==> src/rtl/buzzer_tone_gen.sv <==
// Square-wave buzzer driver: plays do..si in three octaves from a half-period table,
// with a silent articulation gap between different notes and an immediate mute.
module buzzer_tone_gen #(
   parameter int unsigned GAP_CYCLES = 1000000
) (
   input  logic       clk,
   input  logic       reset,
   input  logic [3:0] note,
   input  logic [1:0] octave,
   input  logic       mute,
   output logic       speaker,
   output logic       playing,
   output logic [3:0] cur_note,
   output logic [1:0] cur_octave,
   output logic       period_tick
);

   typedef enum logic [1:0] {
      IDLE = 2'd0,
      TONE = 2'd1,
      GAP  = 2'd2
   } state_t;

   localparam logic [31:0] GAP_LAST = (GAP_CYCLES == 0) ? 32'd0 : 32'(GAP_CYCLES - 1);

   // Middle-octave table scaled by octave: low doubles, high halves (truncating).
   function automatic logic [18:0] half_for(input logic [3:0] n, input logic [1:0] oct);
      logic [18:0] base;
      case (n)
         4'd1:    base = 19'd191110;
         4'd2:    base = 19'd170265;
         4'd3:    base = 19'd151685;
         4'd4:    base = 19'd143172;
         4'd5:    base = 19'd127551;
         4'd6:    base = 19'd113636;
         4'd7:    base = 19'd101239;
         default: base = 19'd0;
      endcase
      case (oct)
         2'd0:    half_for = base << 1;
         2'd1:    half_for = base;
         default: half_for = base >> 1;
      endcase
   endfunction

   function automatic logic [1:0] clamp_oct(input logic [1:0] oct);
      clamp_oct = (oct == 2'd3) ? 2'd2 : oct;
   endfunction

   state_t      state_r;
   logic [3:0]  note_r;
   logic [1:0]  octave_r;
   logic        mute_r;
   logic [18:0] half_r;
   logic [18:0] cnt_r;
   logic [31:0] gap_cnt_r;

   logic        req_valid_s;
   logic [1:0]  req_oct_s;
   logic [18:0] req_half_s;
   logic        same_s;
   logic        half_end_s;
   logic        gap_end_s;

   assign req_valid_s = (note_r >= 4'd1) && (note_r <= 4'd7);
   assign req_oct_s   = clamp_oct(octave_r);
   assign req_half_s  = half_for(note_r, req_oct_s);
   assign same_s      = (note_r == cur_note) && (req_oct_s == cur_octave);
   assign half_end_s  = (cnt_r == (half_r - 19'd1));
   assign gap_end_s   = (gap_cnt_r == GAP_LAST);

   // Input stage, tone/gap state machine and all registered outputs.
   always_ff @(posedge clk) begin
      if (!reset) begin
         state_r     <= IDLE;
         note_r      <= 4'd0;
         octave_r    <= 2'd0;
         mute_r      <= 1'b0;
         half_r      <= 19'd0;
         cnt_r       <= 19'd0;
         gap_cnt_r   <= 32'd0;
         speaker     <= 1'b0;
         playing     <= 1'b0;
         cur_note    <= 4'd0;
         cur_octave  <= 2'd0;
         period_tick <= 1'b0;
      end else begin
         note_r      <= note;
         octave_r    <= octave;
         mute_r      <= mute;
         period_tick <= 1'b0;
         if (mute_r) begin
            state_r   <= IDLE;
            cnt_r     <= 19'd0;
            gap_cnt_r <= 32'd0;
            speaker   <= 1'b0;
            playing   <= 1'b0;
            cur_note  <= 4'd0;
         end else begin
            case (state_r)
               IDLE: begin
                  if (req_valid_s) begin
                     state_r    <= TONE;
                     half_r     <= req_half_s;
                     cnt_r      <= 19'd0;
                     speaker    <= 1'b1;
                     playing    <= 1'b1;
                     cur_note   <= note_r;
                     cur_octave <= req_oct_s;
                  end else begin
                     speaker  <= 1'b0;
                     playing  <= 1'b0;
                     cur_note <= 4'd0;
                  end
               end
               TONE: begin
                  if (!half_end_s) begin
                     cnt_r <= cnt_r + 19'd1;
                  end else if (speaker) begin
                     cnt_r   <= 19'd0;
                     speaker <= 1'b0;
                  end else begin
                     // Full period complete: the only point where a new request is honoured.
                     cnt_r       <= 19'd0;
                     period_tick <= 1'b1;
                     if (same_s) begin
                        speaker <= 1'b1;
                     end else if (!req_valid_s) begin
                        state_r  <= IDLE;
                        speaker  <= 1'b0;
                        playing  <= 1'b0;
                        cur_note <= 4'd0;
                     end else if (GAP_CYCLES == 0) begin
                        half_r     <= req_half_s;
                        speaker    <= 1'b1;
                        cur_note   <= note_r;
                        cur_octave <= req_oct_s;
                     end else begin
                        state_r   <= GAP;
                        gap_cnt_r <= 32'd0;
                        speaker   <= 1'b0;
                        playing   <= 1'b0;
                        cur_note  <= 4'd0;
                     end
                  end
               end
               GAP: begin
                  speaker <= 1'b0;
                  if (!gap_end_s) begin
                     gap_cnt_r <= gap_cnt_r + 32'd1;
                  end else if (req_valid_s) begin
                     state_r    <= TONE;
                     gap_cnt_r  <= 32'd0;
                     half_r     <= req_half_s;
                     cnt_r      <= 19'd0;
                     speaker    <= 1'b1;
                     playing    <= 1'b1;
                     cur_note   <= note_r;
                     cur_octave <= req_oct_s;
                  end else begin
                     state_r   <= IDLE;
                     gap_cnt_r <= 32'd0;
                  end
               end
               default: begin
                  state_r  <= IDLE;
                  speaker  <= 1'b0;
                  playing  <= 1'b0;
                  cur_note <= 4'd0;
               end
            endcase
         end
      end
   end

endmodule

==> config.mk <==
export PLATFORM = sky130hd
export DESIGN_NAME = buzzer_tone_gen
export DESIGN_NICKNAME = d
export VERILOG_FILES = /design/src/rtl/buzzer_tone_gen.sv
export SDC_FILE = /design/constraint.sdc
export NUM_CORES = 1
export LEC_CHECK = 0
export CELL_PAD_IN_SITES_DETAIL_PLACEMENT = 1
export CELL_PAD_IN_SITES_GLOBAL_PLACEMENT = 1
export CORE_ASPECT_RATIO = 0.9
export CORE_MARGIN = 10
export CORE_UTILIZATION = 40
export DETAILED_ROUTE_END_ITERATION = 6
export HOLD_SLACK_MARGIN = 0.03
export MAX_ROUTING_LAYER = met4
export PLACE_DENSITY_LB_ADDON = 0.1
export SYNTH_ARGS = -nofsm -noshare
export SYNTH_HDL_FRONTEND = slang
export SYNTH_SLANG_ARGS = --single-unit
==> constraint.sdc <==
create_clock -name clk -period 4.55 [get_ports clk]
set_input_delay 1.365 -clock clk [delete_from_list [all_inputs] [get_ports clk]]
set_output_delay 1.365 -clock clk [all_outputs]
set_load 0.05 [all_outputs]
==> summary.log, run 1 <==
INFO  power_and_ir_drop leakage_component_of_the_power=1.99nW
INFO  clocking       clk_pin_slew_worst_paths=70ps
INFO  synth          synth-async-reset-ratio=0%
INFO  power_and_ir_drop p_per_area=324nW/um2
INFO  cells_and_area antenna_cells=0
INFO  die            die_area=18200um2
INFO  setup_path     startpoint_kind_of_the_worst_setup_timing_path=flop
INFO  cells_and_area final_layout_size_suffix_gt1_share=5.35%
INFO  detailed_routing drc=0
INFO  clocking       ctsHtreeMaxLevel=3
INFO  synth          syn-instance-count=697
INFO  detailed_routing routed-via-count=5033
INFO  synth          syn-num-nets=709
INFO  setup_path     type_of_destination_of_the_critical_path=flop
INFO  timing         worst_slack=961ps
INFO  synth          cell_area_after_technology_mapping=5290um2
INFO  detailed_routing wl=15600um
INFO  grt            grt_residual_overflow=0
INFO  grt            grt_usage=17.5%
INFO  cells_and_area layout.core_utilization=45.6%
INFO  clocking       cts_hold_repair.buffers=0
INFO  setup_path     critical_path_arrival=3790ps
INFO  job            count_of_maximum_capacitance_violations=0
INFO  timing         fin_skew=5.04ps
INFO  cells_and_area area_growth=10.7%
INFO  setup_path     path_class=flop to flop
INFO  timing         finalCritPeriodShare=78.9%
INFO  detailed_routing viasPerCell=5.88
INFO  clocking       cts_resized=0
INFO  clocking       cts_root_buffer=clkbuf_16
INFO  die            die_w=141um
INFO  power_and_ir_drop maximum_vdd_drop=0.239mV
INFO  timing         slew_headroom=36.1%
INFO  detailed_routing ant_nets=0
INFO  die            floorplan.rows=39
INFO  grt            global_route.peak_usage_layer=met2
INFO  synth          synth_edf_count=0
INFO  clocking       clk_path_buf_depth=2
INFO  synth          ys_seq_elements=88
INFO  timing         totalNegativeSetupSlack=0ps
INFO  detailed_routing drt-wirelength-per-cell=18.3um
INFO  die            core_region_area=12800um2
INFO  timing         fin_crit=3590ps
INFO  die            fp.dieH=129um
INFO  cells_and_area nets=699
INFO  setup_path     data_required_time_of_the_critical_path=4750ps
INFO  grt            grt_max_degree=38
INFO  synth          yosysSeqAreaShare=33.3%
INFO  grt            grt.met1_usage=25.1%
INFO  detailed_routing detailedRoute.firstPassIterationCount=5
INFO  setup_path     worst-r2r-setup-slack=960ps
INFO  worst_hold_path timing.hold.worst.class=flop to flop
INFO  timing         rsz0062_at_grt=no
INFO  timing         final-setup-viol-count=0
INFO  synth          synth-warning-count=0
INFO  clocking       clock_insertion_delay_worst_skew=350ps
INFO  detailed_routing dr.first_iter.drc_count=309
INFO  timing         timing.hold.ws=462ps
INFO  grt            first_global_vias=4918
INFO  synth          synth-main-ff-cell=dfxtp_1
INFO  place          hpwl=11100um
INFO  setup_path     critical_path_peak_fanout=26
INFO  place          place_ws=1040ps
INFO  die            initial_core_util=41.2%
INFO  grt            initial_antenna_violation_count=0
INFO  synth          syn_area_per_cell=7.59um2
INFO  grt            grt.met2_usage=25.2%
INFO  run_status     run_status=completed
INFO  timing         worst-slew-pin-transition=950ps
INFO  timing         timing_max_transition_violations_final=0
INFO  clocking       clock-sinks=88
INFO  synth          netlist-cell-type-count=63
INFO  grt            globalRouteMet3Util=2.81%
INFO  clocking       cts_setup_buffers=0
INFO  timing         fmax=279MHz
INFO  timing         hold_viol=0
INFO  place          numPortBuffers=17
INFO  grt            grt_pass1_wl=26000um
INFO  die            top_level_ports=18
INFO  place          gpl.final_weighted_congestion=0.869
INFO  clocking       tritoncts=built
INFO  clocking       numCtsBuffers=9
==> path summary, 6_finish.rpt <==
path	from	to	cells after the start
worst max-delay path	half_r[9]	gap_cnt_r[3]	9
worst min register to register	playing	playing	1
worst min-delay path	playing	playing	1
worst max register to register	half_r[9]	gap_cnt_r[3]	9
==> routing by layer <==
layer / share of wire, % / wire [um]
met1: 53 / 8360
met2: 43 / 6770
met3: 2.5 / 384
met4: 0.74 / 116
met5: 0 / 0
==> layout by cell type, fill, tap and decap left out, types with 5 or more instances in the layout <==
cell / instances
nor2_1: 69
nor4_1: 10
or3_1: 5
clkbuf_16: 9
buf_4: 9
a21oi_1: 48
nand4_1: 13
a311oi_1: 11
clkdlybuf4s50_1: 17
and2_1: 11
nor3_1: 32
a211oi_1: 10
nand2_1: 64
and3_1: 9
o21ai_0: 45
xnor2_1: 29
xor2_1: 21
nand3_1: 21
a31oi_1: 20
dfxtp_1: 88
or2_2: 5
inv_1: 17
a22oi_1: 7
mux2i_1: 8
nor2b_1: 31
nand2b_1: 9
==> where the power goes <==
part	leakage, nW	switching [mW]	internal (mW)
Sequential	0.713	0.0341	0.788
Combinational	1.13	0.182	0.113
Clock	0.152	0.333	0.449
Total	1.99	0.549	1.35
==> critical path, stage by stage (launching register included) <==
cell and delay (ps):
dfxtp_1 360, nor4_1 840, nand4_1 310, or3_1 440, a22oi_1 210, and4_1 330, a31oi_2 300, nor2_2 150
buf_4 320, a311oi_1 160
==> state kept, by name (all words and copies together) (netlist names) <==
name and flops:
playing 1, state_r 2, cnt_r 19, note_r 4
octave_r 2, mute_r 1, period_tick 1, cur_octave 2
half_r 19, cur_note 4, speaker 1, gap_cnt_r 32
==> cells by family (layout without fill, tap and decap cells) <==
kind of cell | after synthesis | after routing | share of synthesized area (%)
AND/OR/NAND/NOR | 300 | 300 | 29.0
AO/OA/AOI/OAI | 182 | 182 | 22.0
flip-flops | 88 | 88 | 33.3
buffers and inverters | 65 | 60 | 4.90
XOR/XNOR | 50 | 50 | 8.28
multiplexers | 9 | 9 | 1.73
adder cells (fa/ha/maj) | 3 | 3 | 0.710
==> metrics by stage <==
stage / cell area (um2) / instances / total power, mW
floorplan: 5290 / 697 / 1.05
global placement: 5540 / 840 / 1.12
detailed placement: 5540 / 840 / 1.13
CTS: 5850 / 856 / 1.92
global route: 5850 / 856 / 1.98
finish: 5850 / 856 / 1.90
==> cells in the mapped netlist, drive strengths merged, types with 9 or more instances <==
library cell / number / area share, %
a211oi: 10 / 1.4
a21oi: 48 / 4.5
a311oi: 11 / 1.8
a31oi: 21 / 2.6
and2: 11 / 1.3
and3: 9 / 1.1
buf: 9 / 0.92
clkbuf: 38 / 2.7
dfxtp: 88 / 33
inv: 17 / 1.2
nand2: 64 / 4.5
nand2b: 9 / 1.1
nand3: 21 / 2.0
nand4: 13 / 1.5
nor2: 70 / 5.0
nor2b: 31 / 3.7
nor3: 32 / 3.0
nor4: 11 / 1.4
o21ai: 46 / 4.4
xnor2: 29 / 4.8
xor2: 21 / 3.5
==> layout make-up <==
type / instances / area [um2]
tap: 164 / 205
inverter: 18 / 67.6
clock inverter: 6 / 75.1
fill: 1594 / 6980
multi-input combinational: 544 / 3270
clock buffer: 10 / 239
timing repair buffer: 26 / 238
sequential: 88 / 1760
Power figures use the tool's default switching activity.
==> run 2: changes to the inputs <==
==> constraint.sdc (replaced) <==
create_clock -name clk -period 3.6 [get_ports clk]
set_input_delay 1.08 -clock clk [delete_from_list [all_inputs] [get_ports clk]]
set_output_delay 1.08 -clock clk [all_outputs]
set_load 0.05 [all_outputs]
==> run 2 against run 1 <==
  * Clock power grew 27%
  * Register-to-register slack lost 790 ps
  * Critical path depth is the same
  * Critical path type unchanged
==> summary.log, run 2 (synthesis results as in run 1) <==
INFO  grt            globalRouteMet3Util=4.31% [+1.5 points]
INFO  setup_path     worst-r2r-setup-slack=170ps [-790 ps]
INFO  grt            initial_antenna_violation_count=0 [unchanged]
INFO  cells_and_area area_growth=12.0%
INFO  run_status     run_status=completed
INFO  cells_and_area nets=708 [+1.3%]
INFO  setup_path     startpoint_kind_of_the_worst_setup_timing_path=flop
INFO  detailed_routing drc=0 [unchanged]
INFO  place          hpwl=11500um [+3.3%]
INFO  worst_hold_path timing.hold.worst_path_depth=1 [unchanged]
INFO  power_and_ir_drop maximum_vdd_drop=0.303mV [+27%]
INFO  die            core_region_area=12800um2 [unchanged]
INFO  clocking       clock-sinks=88 [unchanged]
INFO  grt            grt_max_degree=38 [unchanged]
INFO  detailed_routing drt-wirelength-per-cell=18.5um [+1.0%]
INFO  grt            grt_residual_overflow=0 [unchanged]
INFO  setup_path     data_required_time_of_the_critical_path=3890ps [-860 ps]
INFO  grt            first_global_vias=5092 [+3.5%]
INFO  setup_path     setup.worst_path.end=half_r[8]
INFO  setup_path     timing.rr.end=half_r[8]
INFO  cells_and_area final_layout_size_suffix_gt1_share=6.56% [+1.2 points]
INFO  timing         finalCritPeriodShare=95.3% [+16 points]
INFO  clocking       clk_path_buf_depth=2 [unchanged]
INFO  timing         fin_skew=11.2ps [+6.12 ps]
INFO  worst_hold_path timing.hold.worst.class=flop to flop
INFO  timing         slew_headroom=44.1% [+8.0 points]
INFO  grt            grt.met1_usage=23.9% [-1.2 points]
INFO  clocking       cts_setup_buffers=0 [unchanged]
INFO  setup_path     crit_path_top_delay_cell=or4b_1
INFO  clocking       clock_insertion_delay_worst_skew=360ps [about the same]
INFO  cells_and_area layout_top_registers=gap_cnt_r x32, cnt_r x19, half_r x19
INFO  detailed_routing dr.first_iter.drc_count=302 [-2.3%]
INFO  clocking       ctsHtreeMaxLevel=3 [unchanged]
INFO  place          gpl.final_weighted_congestion=0.845 [-2.8%]
INFO  power_and_ir_drop p_per_area=408nW/um2 [+26%]
INFO  timing         hold_viol=0 [unchanged]
INFO  setup_path     worst_path_dominant_cell_family=simple AND/OR/NAND/NOR gates
INFO  grt            grt_pass1_wl=26400um [+1.8%]
INFO  timing         totalNegativeSetupSlack=0ps [unchanged]
INFO  power_and_ir_drop p_total=2.42mW [+27%]
INFO  setup_path     cp.depth=9 [unchanged]
INFO  place          numPortBuffers=17 [unchanged]
INFO  setup_path     crit_path_max_incr_delay=570ps [-270 ps]
INFO  timing         fin_crit=3430ps [-158 ps]
INFO  clocking       tritoncts=built
INFO  setup_path     worst_r2r_start=gap_cnt_r[8]
INFO  setup_path     r2r_cells=9 [unchanged]
INFO  die            floorplan.rows=39 [unchanged]
INFO  cells_and_area largest_register_ffs=32 [unchanged]
INFO  detailed_routing routed-via-count=5118 [+1.7%]
INFO  die            initial_core_util=41.2% [unchanged]
INFO  cells_and_area antenna_cells=0 [unchanged]
INFO  cells_and_area registers.top_by_ff_count=gap_cnt_r
INFO  die            die_area=18200um2 [unchanged]
INFO  die            top_level_ports=18 [unchanged]
INFO  timing         fmax=291MHz [+4.6%]
INFO  die            fp.dieH=129um [unchanged]
INFO  setup_path     critical_path_arrival=3720ps [-70 ps]
INFO  power_and_ir_drop leakage_component_of_the_power=2.03nW [+2.0%]
INFO  clocking       numCtsBuffers=9 [unchanged]
INFO  grt            global_route.peak_usage_layer=met2
INFO  clocking       cts_resized=0 [unchanged]
INFO  cells_and_area final_common_cell=dfxtp_1
INFO  grt            grt.met2_usage=27.2% [+2.1 points]
INFO  setup_path     critical_path_peak_fanout=15 [-42%]
INFO  timing         timing_max_transition_violations_final=0 [unchanged]
INFO  timing         rsz0062_at_grt=no
INFO  job            count_of_maximum_capacitance_violations=0 [unchanged]
INFO  timing         final-setup-viol-count=0 [unchanged]
INFO  cells_and_area layout.cells.non_filler=865 [+1.1%]
INFO  clocking       cts_root_buffer=clkbuf_16
INFO  clocking       clk_pin_slew_worst_paths=70ps [about the same]
INFO  clocking       cts_hold_repair.buffers=0 [unchanged]
INFO  setup_path     type_of_destination_of_the_critical_path=flop
INFO  timing         worst-slew-pin-transition=837ps [-113 ps]
INFO  detailed_routing viasPerCell=5.92 [+0.63%]
INFO  detailed_routing wl=16000um [+2.1%]
INFO  detailed_routing ant_nets=0 [unchanged]
INFO  setup_path     cp_bufs_invs=1 [unchanged]
INFO  detailed_routing detailedRoute.firstPassIterationCount=5 [unchanged]
INFO  setup_path     startpoint=gap_cnt_r[8]
INFO  grt            grt_usage=18.1% [+0.50 points]
INFO  setup_path     crit_path_cell_trace=or4b_1 -> or4_1 -> or3_1 -> a211o_1 -> or2_2 -> buf_4 -> a211oi_1 -> a21oi_1 -> nor2b_1
INFO  cells_and_area layout.core_utilization=46.2% [+0.56 points]
INFO  cells_and_area most-common-layout-cells=dfxtp_1 (88), nor2_1 (69), nand2_1 (64)
INFO  setup_path     path_class=flop to flop
INFO  die            die_w=141um [unchanged]
INFO  place          place_inst=849 [+1.1%]
-- run 2: cell count changes in the layout (fill, tap and decap cells not counted) --
cell        change
or2_2           +1
inv_8           -1
clkbuf_1        +1
buf_12          +1
or2_1           -1
clkinvlp_4      +1
buf_4           +8
clkinv_4        -1
-- run 2: power by group --
part / switching [mW] / internal [mW]
sequential: 0.0375 / 0.995
clock: 0.429 / 0.563
combinational: 0.238 / 0.154
-- run 2: stage by stage --
step                      hold WS, ps  cell area, um2  worst slack (ps)
after global placement            447            5620               285
after floorplan                   431            5290               596
after detailed placement          455            5620               197
final                             468            5930               169
after global routing              500            5930              14.4
after CTS                         472            5930               169
-- run 2: worst min-delay path by stage --
stage                       startpoint      endpoint  slack [ps]
after floorplan           gap_cnt_r[5]  gap_cnt_r[5]         430
after global placement    gap_cnt_r[5]  gap_cnt_r[5]         450
after detailed placement       playing       playing         460
after CTS                 gap_cnt_r[5]  gap_cnt_r[5]         470
after global routing      gap_cnt_r[5]  gap_cnt_r[5]         500
final                     gap_cnt_r[5]  gap_cnt_r[5]         470
-- run 2: metal layers --
| layer | up-vias | part of all wire (%) |
|---|---|---|
| met5 | - | 0 |
| met2 | 78 | 44 |
| met1 | 2512 | 51 |
| met3 | 16 | 3.6 |
| met4 | 0 | 1.1 |
| li1 | 2512 | - |
-- run 2: final cells by class --
cell class,instances,area [um2]
clock buffers,11,243
clock inverters,5,62.6
fillers,1544,6910
inverters,18,67.6
multi-input cells,544,3270
flip-flops and latches,88,1760
well taps,164,205
repair buffers,35,318
